<file path="src/rtl/friscv_sv_pkg.sv">
// Shared types and constants for the FRiscV run controller.
package friscv_sv_pkg;

  // Run-controller states.
  typedef enum logic [1:0] {
    TC_IDLE,
    TC_RESET_HOLD,
    TC_RUN,
    TC_DONE
  } tc_state_t;

  // tohost value that signals a passing test; any other value is a failure.
  localparam int TC_TOHOST_PASS = 1;

  // Bits needed to hold values 0..n, never less than one bit.
  function automatic int tc_cnt_width(input int n);
    int w;
    w = $clog2(n + 1);
    return (w < 1) ? 1 : w;
  endfunction

endpackage

</file>
<file path="src/rtl/friscv_sat_counter.sv">
// Up-counter with synchronous clear and saturation at all-ones.
module friscv_sat_counter #(
  parameter int WIDTH = 32
) (
  input  logic             clk,
  input  logic             rst,
  input  logic             clr,
  input  logic             en,
  output logic [WIDTH-1:0] count
);

  logic [WIDTH-1:0] count_q;
  logic [WIDTH-1:0] count_d;

  // Clear has priority over counting; the count sticks at all-ones.
  always_comb begin
    count_d = count_q;
    if (clr) begin
      count_d = '0;
    end else if (en && (count_q != {WIDTH{1'b1}})) begin
      count_d = count_q + WIDTH'(1);
    end
  end

  // Count register, cleared by the system reset.
  always_ff @(posedge clk) begin
    if (rst) begin
      count_q <= '0;
    end else begin
      count_q <= count_d;
    end
  end

  assign count = count_q;

endmodule

</file>
<file path="src/rtl/friscv_test_controller.sv">
// Run controller for the FRiscV core: holds the core in reset, releases it,
// watches dmem writes to the tohost word for a verdict and enforces a
// cycle-count watchdog. Every output comes straight from a flop.
module friscv_test_controller
  import friscv_sv_pkg::*;
#(
  parameter int                ADDR_W         = 32,
  parameter int                DATA_W         = 32,
  parameter int                CNT_W          = 32,
  parameter int                RESET_CYCLES   = 5,
  parameter int                TIMEOUT_CYCLES = 100000,
  parameter logic [ADDR_W-1:0] TOHOST_ADDR    = 32'h0000_1000,
  parameter int                AUTO_START     = 1,
  parameter int                HOLD_ON_DONE   = 1
) (
  input  logic              clk,
  input  logic              rst,
  input  logic              start,
  input  logic              dmem_we,
  input  logic [ADDR_W-1:0] dmem_addr,
  input  logic [DATA_W-1:0] dmem_wdata,
  output logic              core_rst_n,
  output logic              busy,
  output logic              done,
  output logic              pass,
  output logic              fail,
  output logic              timeout,
  output logic [DATA_W-1:0] exit_code,
  output logic [CNT_W-1:0]  cycle_count
);

  localparam int               HOLD_W       = tc_cnt_width(RESET_CYCLES);
  localparam logic [HOLD_W-1:0] HOLD_LAST   = HOLD_W'(RESET_CYCLES - 1);
  localparam logic [CNT_W-1:0]  TIMEOUT_LAST = CNT_W'(TIMEOUT_CYCLES - 1);
  localparam bit               WDOG_EN      = (TIMEOUT_CYCLES != 0);
  localparam bit               AUTO_EN      = (AUTO_START != 0);
  localparam bit               HOLD_DONE_EN = (HOLD_ON_DONE != 0);

  tc_state_t state_q;
  tc_state_t state_d;

  logic              core_rst_n_q, core_rst_n_d;
  logic              busy_q, busy_d;
  logic              done_q, done_d;
  logic              pass_q, pass_d;
  logic              fail_q, fail_d;
  logic              timeout_q, timeout_d;
  logic [DATA_W-1:0] exit_code_q, exit_code_d;

  logic [HOLD_W-1:0] hold_cnt;
  logic [CNT_W-1:0]  run_cnt;
  logic              enter_hold;
  logic              in_run;
  logic              tohost_hit;
  logic              wdog_hit;

  assign in_run     = (state_q == TC_RUN);
  assign enter_hold = (state_d == TC_RESET_HOLD) && (state_q != TC_RESET_HOLD);
  assign tohost_hit = dmem_we && (dmem_addr == TOHOST_ADDR);
  assign wdog_hit   = WDOG_EN && (run_cnt == TIMEOUT_LAST);

  // Edges spent in RESET_HOLD; restarted on every entry.
  friscv_sat_counter #(.WIDTH(HOLD_W)) u_hold_cnt (
    .clk   (clk),
    .rst   (rst),
    .clr   (enter_hold),
    .en    (state_q == TC_RESET_HOLD),
    .count (hold_cnt)
  );

  // Edges spent in RUN, including the edge that leaves RUN; frozen in DONE.
  friscv_sat_counter #(.WIDTH(CNT_W)) u_run_cnt (
    .clk   (clk),
    .rst   (rst),
    .clr   (enter_hold),
    .en    (in_run),
    .count (run_cnt)
  );

  // State register; rst overrides every other input.
  always_ff @(posedge clk) begin
    if (rst) begin
      state_q <= TC_IDLE;
    end else begin
      state_q <= state_d;
    end
  end

  // Next-state logic. A tohost write and watchdog expiry both end the run.
  always_comb begin
    state_d = state_q;
    unique case (state_q)
      TC_IDLE: begin
        if (AUTO_EN || start) state_d = TC_RESET_HOLD;
      end
      TC_RESET_HOLD: begin
        if (hold_cnt == HOLD_LAST) state_d = TC_RUN;
      end
      TC_RUN: begin
        if (tohost_hit || wdog_hit) state_d = TC_DONE;
      end
      TC_DONE: begin
        if (start) state_d = TC_RESET_HOLD;
      end
      default: state_d = TC_IDLE;
    endcase
  end

  // Next values of the registered outputs. The tohost verdict beats the
  // watchdog when both land on the same edge.
  always_comb begin
    done_d      = done_q;
    pass_d      = pass_q;
    fail_d      = fail_q;
    timeout_d   = timeout_q;
    exit_code_d = exit_code_q;
    if (enter_hold) begin
      done_d      = 1'b0;
      pass_d      = 1'b0;
      fail_d      = 1'b0;
      timeout_d   = 1'b0;
      exit_code_d = '0;
    end else if (in_run && tohost_hit) begin
      done_d      = 1'b1;
      pass_d      = (dmem_wdata == DATA_W'(TC_TOHOST_PASS));
      fail_d      = (dmem_wdata != DATA_W'(TC_TOHOST_PASS));
      timeout_d   = 1'b0;
      exit_code_d = dmem_wdata >> 1;
    end else if (in_run && wdog_hit) begin
      done_d      = 1'b1;
      timeout_d   = 1'b1;
    end
    busy_d       = (state_d == TC_RESET_HOLD) || (state_d == TC_RUN);
    core_rst_n_d = (state_d == TC_RUN) || ((state_d == TC_DONE) && !HOLD_DONE_EN);
  end

  // Output registers.
  always_ff @(posedge clk) begin
    if (rst) begin
      core_rst_n_q <= 1'b0;
      busy_q       <= 1'b0;
      done_q       <= 1'b0;
      pass_q       <= 1'b0;
      fail_q       <= 1'b0;
      timeout_q    <= 1'b0;
      exit_code_q  <= '0;
    end else begin
      core_rst_n_q <= core_rst_n_d;
      busy_q       <= busy_d;
      done_q       <= done_d;
      pass_q       <= pass_d;
      fail_q       <= fail_d;
      timeout_q    <= timeout_d;
      exit_code_q  <= exit_code_d;
    end
  end

  assign core_rst_n  = core_rst_n_q;
  assign busy        = busy_q;
  assign done        = done_q;
  assign pass        = pass_q;
  assign fail        = fail_q;
  assign timeout     = timeout_q;
  assign exit_code   = exit_code_q;
  assign cycle_count = run_cnt;

endmodule

</file>
<file path="config.mk">
export PLATFORM = sky130hd
export DESIGN_NAME = friscv_test_controller
export DESIGN_NICKNAME = d
export VERILOG_FILES = /design/src/rtl/friscv_sv_pkg.sv /design/src/rtl/friscv_sat_counter.sv /design/src/rtl/friscv_test_controller.sv
export SDC_FILE = /design/constraint.sdc
export NUM_CORES = 1
export LEC_CHECK = 0
export ABC_CLOCK_PERIOD_IN_PS = 4300
export BUFFER_PORTS_ARGS = -buffer_cell sky130_fd_sc_hd__buf_4
export CORE_MARGIN = 10
export CORE_UTILIZATION = 53
export CTS_CLUSTER_DIAMETER = 60
export CTS_CLUSTER_SIZE = 16
export DETAILED_ROUTE_END_ITERATION = 8
export PLACE_DENSITY = 0.85
export SYNTH_ARGS = -nofsm -noshare
export SYNTH_HDL_FRONTEND = slang
export SYNTH_HIERARCHICAL = 1
export SYNTH_SLANG_ARGS = --single-unit
</file>
<file path="constraint.sdc">
create_clock -name clk -period 4.3 [get_ports clk]
set_input_delay 0.86 -clock clk [delete_from_list [all_inputs] [get_ports clk]]
set_output_delay 0.86 -clock clk [all_outputs]
set_load 0.02 [all_outputs]
</file>
==> flow_metrics.tcl <==
set metrics [dict create \
    outcome "finished clean" \
    period_share_pct 74.6 \
    cts_tree "done" \
    drc 0 \
    synth_cell_types 58 \
    yosys_register_bits 74 \
    syn_nets 493 \
    layout_common_cells "139 x buf_4, 81 x nand2_1, 74 x dfxtp_1" \
    start_util_pct 54.4 \
    drt-pass1-iter-count 4 \
    required_ps 4570 \
    rows 30 \
    yosys_warnings 6 \
    synth_top_area_share_pct 40.1 \
    hold_buffers 0 \
    tns_ps 0 \
    grt.met2_usage_pct 35.8 \
    insertion_delay_ps 350 \
    via_count 3799 \
    overflow 0 \
    synthCells 420 \
    p_leak_nw 1.98 \
    grt_busiest_layer "met2" \
    power_density_mw_per_mm2 299 \
    areaGrowthSynthToFinish_pct 35.8 \
    stdcell_area_mm2 0.00502 \
    grt_max_degree 65 \
    max_slew_margin_pct 4.84 \
    place_area_mm2 0.00475 \
    critPathKind "reg2reg" \
    dieWidth_um 103 \
    cts_buffers 9 \
    slew_violations 0 \
    finalNetCount 624 \
    tightest_slew_ps 1410 \
    grt_use_met1_pct 25.0 \
    die_y_um 103 \
    ir_worst_vdd_uv 187 \
    wl_um 11800 \
    cts.sinks 74 \
    hold-worst-slack_ps 459 \
    max_freq_mhz 312 \
    skew_ps 7.95 \
    dp_hpwl_um 8900 \
    grt_setup_unrepaired "false" \
    grt_pass1_vias 3640 \
    core_mm2 0.00679 \
    cp_max_fo 11 \
    syn-cell-area_mm2 0.00369 \
    maxCapViolations 0 \
    final_period_minus_worst_setup_slack_ps 3210 \
    finalHoldViolations 0 \
    min_path_type "reg2reg" \
    wl_per_cell_um 18.1 \
    crit_path_start_kind "flip-flop" \
    io_buffers 136 \
    cts_resized 0 \
    grt_pass1_wl_um 18100 \
    gp_congestion 0.869 \
    gr-usage-all-layers_pct 21.4 \
    drtIter0Drc 308 \
    dieArea_mm2 0.0107 \
    syn_avg_cell_area_um2 8.79 \
    pin_count 138 \
    critPathCaptureType "flip-flop" \
    final_common_cell "buf_4" \
    antennaDiodeCount 0 \
    synth_edf_count 0 \
    ant_nets 0 \
    async_flop_share_pct 0 \
    critical_path_arrival_ps 3470 \
    vias_per_cell 5.83 \
    yosys.area.top_type "dfxtp_1" \
    path_clk_slew_ps 80 \
    root_buffer "clkbuf_8" \
    use_met3_pct 5.32 \
    cts_buffer_depth 2 \
    htree_levels 3 \
    cts_setup_buffers 0 \
    antenna_found_initial 0 \
    layout-drive-gt1-share_pct 31.3 \
    setup_viol 0 \
    yosys_most_used_dff "dfxtp_1" \
    synth.area.top_cells "dfxtp_1 40%, mux2i_1 8.9%, nand2_1 8.2%, or3_1 2.7%, nor4_1 2.5%" \
    yosysSeqAreaShare_pct 40.1 \
]
==> metrics by stage <==
| stage | instances | total power [mW] | setup WS [ps] | utilization, % |
|---|---|---|---|---|
| 4_1_cts | 652 | 1.51 | 1270 | 73.8 |
| 3_3_place_gp | 636 | 0.799 | 1040 | 69.9 |
| 2_1_floorplan | 420 | 0.737 | 1370 | - |
| 6_report | 652 | 1.50 | 1090 | 73.8 |
| 5_1_grt | 652 | 1.55 | 860 | 73.8 |
| 3_5_place_dp | 636 | 0.801 | 920 | 69.9 |
==> worst paths after layout <==
path                             from             endpoint  slack (ps)  cells past startpoint
hold / removal          exit_code[18]        exit_code[18]         460                      2
hold reg to reg         exit_code[18]        exit_code[18]         460                      2
setup reg to reg  u_run_cnt/count[24]  u_run_cnt/count[19]        1090                      5
setup / recovery  u_run_cnt/count[24]  u_run_cnt/count[19]        1090                      5
==> where the power goes <==
| group | total [mW] | switching (mW) | internal (mW) |
|---|---|---|---|
| clock network | 0.715 | 0.256 | 0.459 |
| registers | 0.687 | 0.000981 | 0.686 |
| logic | 0.0989 | 0.0470 | 0.0519 |
==> logic make-up (layout without fill, tap and decap cells) <==
logic type      count (synthesis)  in the layout  synth area share [%]
other cells                     1              1                 0.102
buf+inv                        28            164                  4.00
fa+ha+maj                       5              5                  1.69
simple gates                  207            207                  31.8
xor+xnor                        8              8                  1.90
compound gates                 64             64                  11.5
mux                            33             33                  8.94
flops                          74             74                  40.1
==> routing by layer <==
metal	share of wire [%]	wire length [µm]
met2	50	5930
met1	39	4600
met5	0	0
met4	3.0	357
met3	7.7	912
==> cell usage after synthesis (2+ instances only) <==
| master | count |
|---|---|
| nand2_1 | 81 |
| dfxtp_1 | 74 |
| mux2i_1 | 33 |
| nor2_1 | 20 |
| nand3_1 | 17 |
| a21oi_1 | 16 |
| or3_1 | 16 |
| nor4_1 | 15 |
| nand4_1 | 12 |
| clkbuf_1 | 11 |
| o21ai_0 | 11 |
| inv_1 | 9 |
| nor3_1 | 8 |
| a31oi_1 | 6 |
| xnor2_1 | 6 |
| and3_1 | 5 |
| ha_1 | 5 |
| o21ai_1 | 5 |
| buf_2 | 4 |
| nor4b_1 | 4 |
| o31ai_1 | 4 |
| or4_1 | 4 |
| a211oi_1 | 3 |
| a41o_1 | 3 |
| buf_8 | 3 |
| nor4_4 | 3 |
| o211ai_1 | 3 |
| o311ai_0 | 3 |
| or2_2 | 3 |
| a31o_2 | 2 |
| nor4bb_1 | 2 |
| or4_4 | 2 |
| xor2_1 | 2 |
==> registers in the layout, summed over array words and instances, names as in the netlist <==
name and cells:
busy 1, core_rst_n 1, done 1, exit_code 31
fail 1, pass 1, state_q 2, timeout 1
u_hold_cnt/count 3, u_run_cnt/count 32
==> worst max-delay path: stages, from the launching register on <==
cell and delay (ps):
dfxtp_1 510, nand4_1 310, or4_1 680, o311ai_1 1200, o21ai_0 240, a21oi_1 190
==> area by class of cell <==
| type | count | area (µm²) |
|---|---|---|
| fill | 479 | 1780 |
| timing repair buffer | 139 | 1040 |
| tap | 96 | 120 |
| multi-input combinational | 318 | 2070 |
| sequential | 74 | 1480 |
| inverter | 9 | 33.8 |
| clock buffer | 11 | 141 |
| clock inverter | 5 | 125 |
(Power assumes the default switching activity.)
